<file path="config.mk">
export PLATFORM = sky130hd
export DESIGN_NAME = rca_stream_sum
export DESIGN_NICKNAME = d
export VERILOG_FILES = /design/src/rtl/rca_stream_sum.sv
export SDC_FILE = /design/constraint.sdc
export NUM_CORES = 1
export LEC_CHECK = 0
export BUFFER_PORTS_ARGS = -buffer_cell sky130_fd_sc_hd__buf_4
export CORE_MARGIN = 2
export CORE_UTILIZATION = 54
export DETAILED_ROUTE_END_ITERATION = 12
export PLACE_DENSITY = 0.89
export SETUP_SLACK_MARGIN = 0.3
export SYNTH_ARGS = -nofsm -noshare
export SYNTH_HDL_FRONTEND = slang
export SYNTH_SLANG_ARGS = --single-unit
</file>
<file path="constraint.sdc">
create_clock -name clk -period 6.4 [get_ports clk]
set_clock_uncertainty 0.05 [all_clocks]
set_input_delay 0.96 -clock clk [delete_from_list [all_inputs] [get_ports clk]]
set_output_delay 0.96 -clock clk [all_outputs]
set_load 0.1 [all_outputs]
</file>
<file path="src/rtl/rca_stream_sum.sv">
// rtl/rca_stream_sum.sv - streaming multi-operand ripple-carry summer with valid/ready in/out
//
// rca_stream_sum: accumulates up to MAX_OPS WIDTH-bit operands per group and
// emits one OUT_W-bit sum per group.
//   clk        rising-edge clock
//   rst_n      asynchronous active-low reset
//   in_valid   operand beat valid
//   in_ready   block can accept an operand (low in DONE and during/just after reset)
//   in_data    operand
//   in_last    final operand of the group
//   in_signed  group mode, sampled on the first beat (1 = two's complement)
//   out_valid  sum available
//   out_ready  consumer accepts sum
//   out_sum    group sum, modulo 2^OUT_W
//   out_count  number of operands summed
//   out_err    group closed at MAX_OPS without in_last
//
// rca_adder: plain W-bit ripple-carry adder, carry-out discarded (modulo 2^W).

module rca_adder #(
    parameter int W = 11
) (
    input  logic [W-1:0] a,
    input  logic [W-1:0] b,
    output logic [W-1:0] sum
);
    logic [W-1:0] carry;

    assign carry[0] = 1'b0;

    for (genvar i = 0; i < W; i++) begin : g_bit
        assign sum[i] = a[i] ^ b[i] ^ carry[i];
        // The top stage's carry-out is dropped: arithmetic wraps at 2^W.
        if (i < W - 1) begin : g_carry
            assign carry[i+1] = (a[i] & b[i]) | (carry[i] & (a[i] ^ b[i]));
        end
    end
endmodule

module rca_stream_sum #(
    parameter int WIDTH   = 8,
    parameter int MAX_OPS = 3,
    parameter int OUT_W   = WIDTH + $clog2(MAX_OPS) + 1,
    parameter int CNT_W   = $clog2(MAX_OPS + 1)
) (
    input  logic             clk,
    input  logic             rst_n,
    input  logic             in_valid,
    output logic             in_ready,
    input  logic [WIDTH-1:0] in_data,
    input  logic             in_last,
    input  logic             in_signed,
    output logic             out_valid,
    input  logic             out_ready,
    output logic [OUT_W-1:0] out_sum,
    output logic [CNT_W-1:0] out_count,
    output logic             out_err
);
    typedef enum logic [1:0] {IDLE, ACCUM, DONE} state_t;

    state_t state, state_next;

    // Held low through reset and for the first edge after release, so the
    // block never accepts a beat while rst_n is low.
    logic run;

    logic             beat;
    logic             handshake;
    logic             mode_q;
    logic             mode_cur;
    logic             hit_max;
    logic             final_beat;
    logic [CNT_W-1:0] count_q;
    logic [CNT_W-1:0] count_next;
    logic [OUT_W-1:0] acc_q;
    logic [OUT_W-1:0] acc_in;
    logic [OUT_W-1:0] operand;
    logic [OUT_W-1:0] sum;

    always_ff @(posedge clk or negedge rst_n) begin
        if (!rst_n) begin
            state <= IDLE;
        end else begin
            state <= state_next;
        end
    end

    always_comb begin
        in_ready   = run && (state != DONE);
        out_valid  = (state == DONE);
        beat       = in_valid && in_ready;
        handshake  = out_valid && out_ready;
        // The first beat of a group sets the mode for its own extension too.
        mode_cur   = (state == IDLE) ? in_signed : mode_q;
        count_next = (state == IDLE) ? CNT_W'(1) : count_q + CNT_W'(1);
        hit_max    = (count_next == CNT_W'(MAX_OPS));
        final_beat = beat && (in_last || hit_max);
        state_next = state;
        case (state)
            IDLE, ACCUM: begin
                if (final_beat) begin
                    state_next = DONE;
                end else if (beat) begin
                    state_next = ACCUM;
                end
            end
            DONE: begin
                if (handshake) begin
                    state_next = IDLE;
                end
            end
            default: state_next = IDLE;
        endcase
    end

    assign operand = mode_cur ? OUT_W'($signed(in_data)) : OUT_W'(in_data);
    assign acc_in  = (state == IDLE) ? '0 : acc_q;

    rca_adder #(.W(OUT_W)) u_adder (
        .a   (acc_in),
        .b   (operand),
        .sum (sum)
    );

    always_ff @(posedge clk or negedge rst_n) begin
        if (!rst_n) begin
            run       <= 1'b0;
            mode_q    <= 1'b0;
            count_q   <= '0;
            acc_q     <= '0;
            out_sum   <= '0;
            out_count <= '0;
            out_err   <= 1'b0;
        end else begin
            run <= 1'b1;
            if (beat) begin
                acc_q   <= sum;
                count_q <= count_next;
                if (state == IDLE) begin
                    mode_q <= in_signed;
                end
            end
            // Result fields are captured once and then held until the next
            // group closes, independent of the accumulator being cleared.
            if (final_beat) begin
                out_sum   <= sum;
                out_count <= count_next;
                out_err   <= hit_max && !in_last;
            end
            if (handshake) begin
                acc_q   <= '0;
                count_q <= '0;
            end
        end
    end
endmodule

</file>
=== Yosys cells after proc, flatten, opt, wreduce, memory -nomap -nowiden ===
Index checks and enable logic that the tools add are counted.

* Bits of input ports: 14
* Register bits: 31
* Output and inout bits: 16

* Equal/unequal tests: 6
* Mux-type cells: 12
* Bitwise logic cells: 49
* Add/sub/neg operators: 1
* Reduce and logical (&&, ||, !) cells: 11

{| class="wikitable"
|+ Operators by type and width
! operator !! number
|-
| $mux 11 || 4
|-
| $xor 1x1->1 || 21
|-
| $and 1x1->1 || 19
|-
| $mux 2 || 6
|-
| $or 1x1->1 || 9
|-
| $logic_and 1x1->1 || 5
|-
| $eq 2x2->1 const B || 2
|-
| $pmux 2 s2 || 1
|-
| $ne 3x3->1 const B || 1
|-
| $add 2x1->2 const B || 1
|-
| $eq 2x1->1 const B || 1
|-
| $logic_not 2->1 || 1
|-
| $ne 2x1->1 const B || 1
|-
| $ne 2x2->1 const B || 1
|-
| $reduce_and 2->1 || 1
|-
| $reduce_bool 2->1 || 1
|-
| $reduce_or 2->1 || 1
|-
| $logic_not 1->1 || 1
|-
| $logic_or 1x1->1 || 1
|-
| $mux 1 || 1
|}

=== Longest topological paths before layout ===
* Depth after elaboration: 25
* Mapped depth: 18
* Gate-level depth less buffers: 17

=== By module ===
A second synthesis with hierarchy kept.

* Cells, all modules: 118
* Area total of the unflattened synthesis: 1,600.3 um^2

{| class="wikitable"
|+ Modules (own cells, without submodules)
! module !! area an instance (um^2) !! sequential area each (um^2) !! cells an instance !! instances
|-
| rca_stream_sum || 1,365.1 || 775.7 || 102 || 1
|-
| rca_adder || 235.2 || 0.0 || 16 || 1
|}

=== Least setup slack after synthesis ===
Ideal clock, no wire load.

* Kind: input to register
* Start: in in_data[0]
* End: reg out_sum[9]
* Stages: 13
* Slack: 1.764 ns
* Arrival time: 4.458 ns
* Library setup time: 0.128 ns
* Path buffers: 0
* Cells stage by stage: ha_1 > inv_1 > fa_1 > fa_1 > fa_1 > fa_1 > fa_1 > fa_1 > inv_1 > fa_1 > fa_1 > fa_1 > mux2_1

* Longest elaborated chain between the ends: 19

{| class="wikitable"
|+ RTL lines
! what !! line !! text
|-
| from (decl) || 50 || <nowiki>input logic [WIDTH-1:0] in_data,</nowiki>
|-
| $mux 11 || 116 || <nowiki>assign operand = mode_cur ? OUT_W'($signed(in_data)) : OUT_W'(in_data);</nowiki>
|-
| $and 1x1->1 (2 in a row) || 35 || <nowiki>assign carry[i+1] = (a[i] & b[i]) | (carry[i] & (a[i] ^ b[i]));</nowiki>
|-
| $or 1x1->1 || 35 ||
|-
| $and 1x1->1 || 35 ||
|-
| $or 1x1->1 || 35 ||
|-
| $and 1x1->1 || 35 ||
|-
| $or 1x1->1 || 35 ||
|-
| $and 1x1->1 || 35 ||
|-
| (+3 left out) || - ||
|-
| $and 1x1->1 || 35 ||
|-
| $or 1x1->1 || 35 ||
|-
| $and 1x1->1 || 35 ||
|-
| $or 1x1->1 || 35 ||
|-
| $and 1x1->1 || 35 ||
|-
| $or 1x1->1 || 35 ||
|-
| $xor 1x1->1 || 32 || <nowiki>assign sum[i] = a[i] ^ b[i] ^ carry[i];</nowiki>
|-
| via sum[9] || 78 || <nowiki>logic [OUT_W-1:0] sum;</nowiki>
|-
| to (signal assigned) || 146 || <nowiki>out_sum <= sum;</nowiki>
|-
| to (decl) || 55 || <nowiki>output logic [OUT_W-1:0] out_sum,</nowiki>
|}

The timed path passes the listed nets, and every way through them passes these cells.
A chain may end at the register's enable or synchronous reset.

=== Worst setup path after layout ===
* Start: reg state[1]
* End: reg out_sum[9]

* Longest elaborated chain between the ends: 20
* Elaborated cells between the ends (all ways): 46
* Classes of those cells: eq/ne (2); mux (4); bitwise (35); reduce/logical (5)

{| class="wikitable"
|+ RTL lines
! what !! line !! text
|-
| from (decl) || 61 || <nowiki>state_t state, state_next;</nowiki>
|-
| from (signal assigned) || 84 || <nowiki>state <= state_next;</nowiki>
|-
| $logic_not 2->1 (*) || 94, 117 ||
|-
| $mux 11 || 117 || <nowiki>assign acc_in = (state == IDLE) ? '0 : acc_q;</nowiki>
|-
| $and 1x1->1 / $xor 1x1->1 (equally long branches) || 35 ||
|-
| $and 1x1->1 || 35 ||
|-
| $or 1x1->1 || 35 ||
|-
| $and 1x1->1 || 35 ||
|-
| $or 1x1->1 || 35 ||
|-
| $and 1x1->1 || 35 ||
|-
| (+5 left out) || - ||
|-
| $and 1x1->1 || 35 ||
|-
| $or 1x1->1 || 35 ||
|-
| $and 1x1->1 || 35 ||
|-
| $or 1x1->1 || 35 ||
|-
| $and 1x1->1 || 35 ||
|-
| $or 1x1->1 || 35 ||
|-
| $xor 1x1->1 (*) || 32 ||
|-
| via sum[9] || 78 ||
|}

The timed path passes the listed nets; every way through them passes the cells marked *.

==> run_results.csv <==
group,metric,value,unit
timing,report.final.slew_viol_count,0,
drt,vias,1066,
synthesis,synth.avg_cell_area,12.2,um^2
synthesis,async_flop_share,1.00,
floorplan,dieWidth,57.7,um
synthesis,synth_warnings,0,
synthesis,netlist_area,0.00156,mm^2
synthesis,synth_cells,128,
cts,clk_pin_slew,0.09,ns
critical_path,r2r-end,"out_sum[9]",
critical_path,start_kind,"register",
cts,cts_resized,0,
synthesis,synth_ff_type,"dfrtp_1",
run_status,status,"finished, final reports clean",
layout,drive_gt1_frac,0.319,
grt,grt_max_degree,32,
critical_path,r2r_setup_slack,1.65,ns
hold_path,whs_path_depth,2,
synthesis,yosysSeqAreaShare,0.499,
critical_path,rr_startpoint,"state[1]",
place,port_buffers,29,
cts,cts_buffer_depth,2,
hold_path,worstHoldStart,"out_sum[2]",
place,routabilityCongestion,0.785,
timing,max_slew_margin,0.371,
drt,dr.first_iter.drc_count,21,
cts,cts_sinks,31,
grt,overflow,0,
critical_path,cp.required,6.57,ns
layout,antennaDiodeCount,0,
layout,area_growth,18.4,%
cts,cts_root_buf,"clkbuf_4",
drt,routed_wl,3000,um
timing,setup_viol,0,
grt,track_usage,0.213,
drt,vias_per_cell,5.58,
hold_path,hp-class,"reg2reg",
timing,finalSetupTns,0,ns
critical_path,worst-r2r-cell-count,15,
timing,fmax,210,MHz
cts,holdBufCountCts,0,
cts,cts_tree,"done",
grt,grt_pass1_vias,1106,
floorplan,num_rows,19,
drt,postRouteAntennaNets,0,
grt,antenna_found_initial,0,
synthesis,synth_seq_cells,31,
floorplan,die_y,57.7,um
place,place_hpwl,2220,um
floorplan,start_util,0.564,
timing,fin_crit_sh,0.743,
synthesis,synth_edf_count,0,
floorplan,core,0.00276,mm^2
synthesis,synth.distinct_cells,38,
cts,cts_setup_buffers,0,
run,drv_cap,0,
timing,finalHoldViolCount,0,
cts,cts-htree-levels,2,
grt,grt_pass1_wl,5200,um
critical_path,cp_max_fo,12,
drt,drc,0,
floorplan,boundaryPins,30,
timing,rsz0062_at_grt,"no",
critical_path,worstSetupEndpointType,"register",
timing,worstMarginPinSlew,0.944,ns
critical_path,worstSetupPathType,"reg2reg",
drt,wl_per_cell,15.7,um
layout,nNetsFinal,183,
cts,cts_made_buffers,5,
critical_path,critPathLaunch,"state[1]",
synthesis,synth_fp_nets,152,
hold_path,min_to,"out_sum[2]",
critical_path,critPathArrivalTime,4.92,ns
cts,clkLatencyLatePin,0.33,ns
drt,drt_pass1_iterations,4,
timing,period_needed,4.75,ns
floorplan,die_area,0.00333,mm^2
layout make-up:
| type | count | area [um^2] |
|---|---|---|
| Fill cell | 213 | 916 |
| Multi-Input combinational cell | 82 | 703 |
| Tap cell | 31 | 38.8 |
| Inverter | 10 | 37.5 |
| Sequential cell | 31 | 776 |
| Clock buffer | 8 | 68.8 |
| Timing Repair Buffer | 29 | 218 |
synthesized netlist by cell type (2+ instances only):
cell	number	share of area
nand2_1	15	0.036
fa_1	9	0.12
and2_1	5	0.020
mux2_1	3	0.022
a22o_2	3	0.019
a22o_1	3	0.017
inv_1	10	0.024
nor2_1	3	0.0072
mux2_2	2	0.014
o2bb2ai_1	6	0.034
xnor2_1	2	0.011
dfrtp_1	31	0.50
a21oi_1	3	0.0097
buf_6	2	0.014
o21ai_0	8	0.026
worst max-delay path, stage by stage (launching register included):
cell and delay, ns:
dfrtp_1 0.47, or2_2 0.28, and2_1 0.16, ha_1 0.13, inv_1 0.04, fa_1 0.37
fa_1 0.40, fa_1 0.40, fa_1 0.39, fa_1 0.39, fa_1 0.36, inv_1 0.07
fa_1 0.17, fa_1 0.18, fa_1 0.44, mux2_1 0.31
cells in the final DEF (no fill, tap or decap), types with 2 or more instances in the layout:
master,instances
a21oi_1,3
a22o_1,3
a22o_2,3
and2_1,5
buf_4,29
clkbuf_4,5
clkbuf_8,2
dfrtp_1,31
fa_1,9
inv_1,10
mux2_1,3
mux2_2,2
nand2_1,15
nor2_1,3
o21ai_0,8
o2bb2ai_1,6
xnor2_1,2
metal layers:
layer,part of all wire,global-route usage,up-vias
li1,-,-,493
met1,0.40,0.273,544
met2,0.54,0.344,22
met3,0.040,0.0603,7
met4,0.018,0.0864,0
met5,0,0,-
cell families (layout without fill, tap and decap cells):
logic type                 after synthesis  after routing  share of synthesized area
buffers and inverters                   15             47                     0.0491
other                                    1              1                    0.00241
and+or+nand+nor                         33             33                      0.111
xor gates and xnor gates                 3              3                     0.0169
DFF                                     31             31                      0.499
AOI/OAI and AO/OA                       30             30                      0.162
adders and majority gates               10             10                      0.124
muxes                                    5              5                     0.0362
stage by stage:
| stage | cell area, um^2 | hold slack, ns | setup WS (ns) | utilization | cells |
|---|---|---|---|---|---|
| 2_1_floorplan | 1560 | 0.406 | 1.76 | - | 128 |
| 6_report | 1840 | 0.436 | 1.65 | 0.668 | 191 |
| 3_3_place_gp | 1770 | 0.414 | 1.63 | 0.643 | 183 |
| 5_1_grt | 1840 | 0.465 | 1.41 | 0.668 | 191 |
| 4_1_cts | 1840 | 0.442 | 1.61 | 0.668 | 191 |
| 3_5_place_dp | 1770 | 0.422 | 1.50 | 0.643 | 183 |
state kept, by name, summed over array words and instances, names as in the netlist:
signal / count
run: 1
out_err: 1
out_sum: 11
state: 2
acc_q: 11
count_q: 2
mode_q: 1
out_count: 2
worst max path at each step:
stage             endpoint  slack [ns]  depth (start not counted)
2_1_floorplan   out_sum[9]        1.76                         13
3_3_place_gp    out_sum[9]        1.63                         14
3_5_place_dp    out_sum[9]        1.50                         14
4_1_cts        out_sum[10]        1.61                         17
5_1_grt        out_sum[10]        1.41                         17
6_report        out_sum[9]        1.65                         15
Power is not shown: default switching activity piles up to over one toggle a cycle in this logic, so the estimate is an artifact.
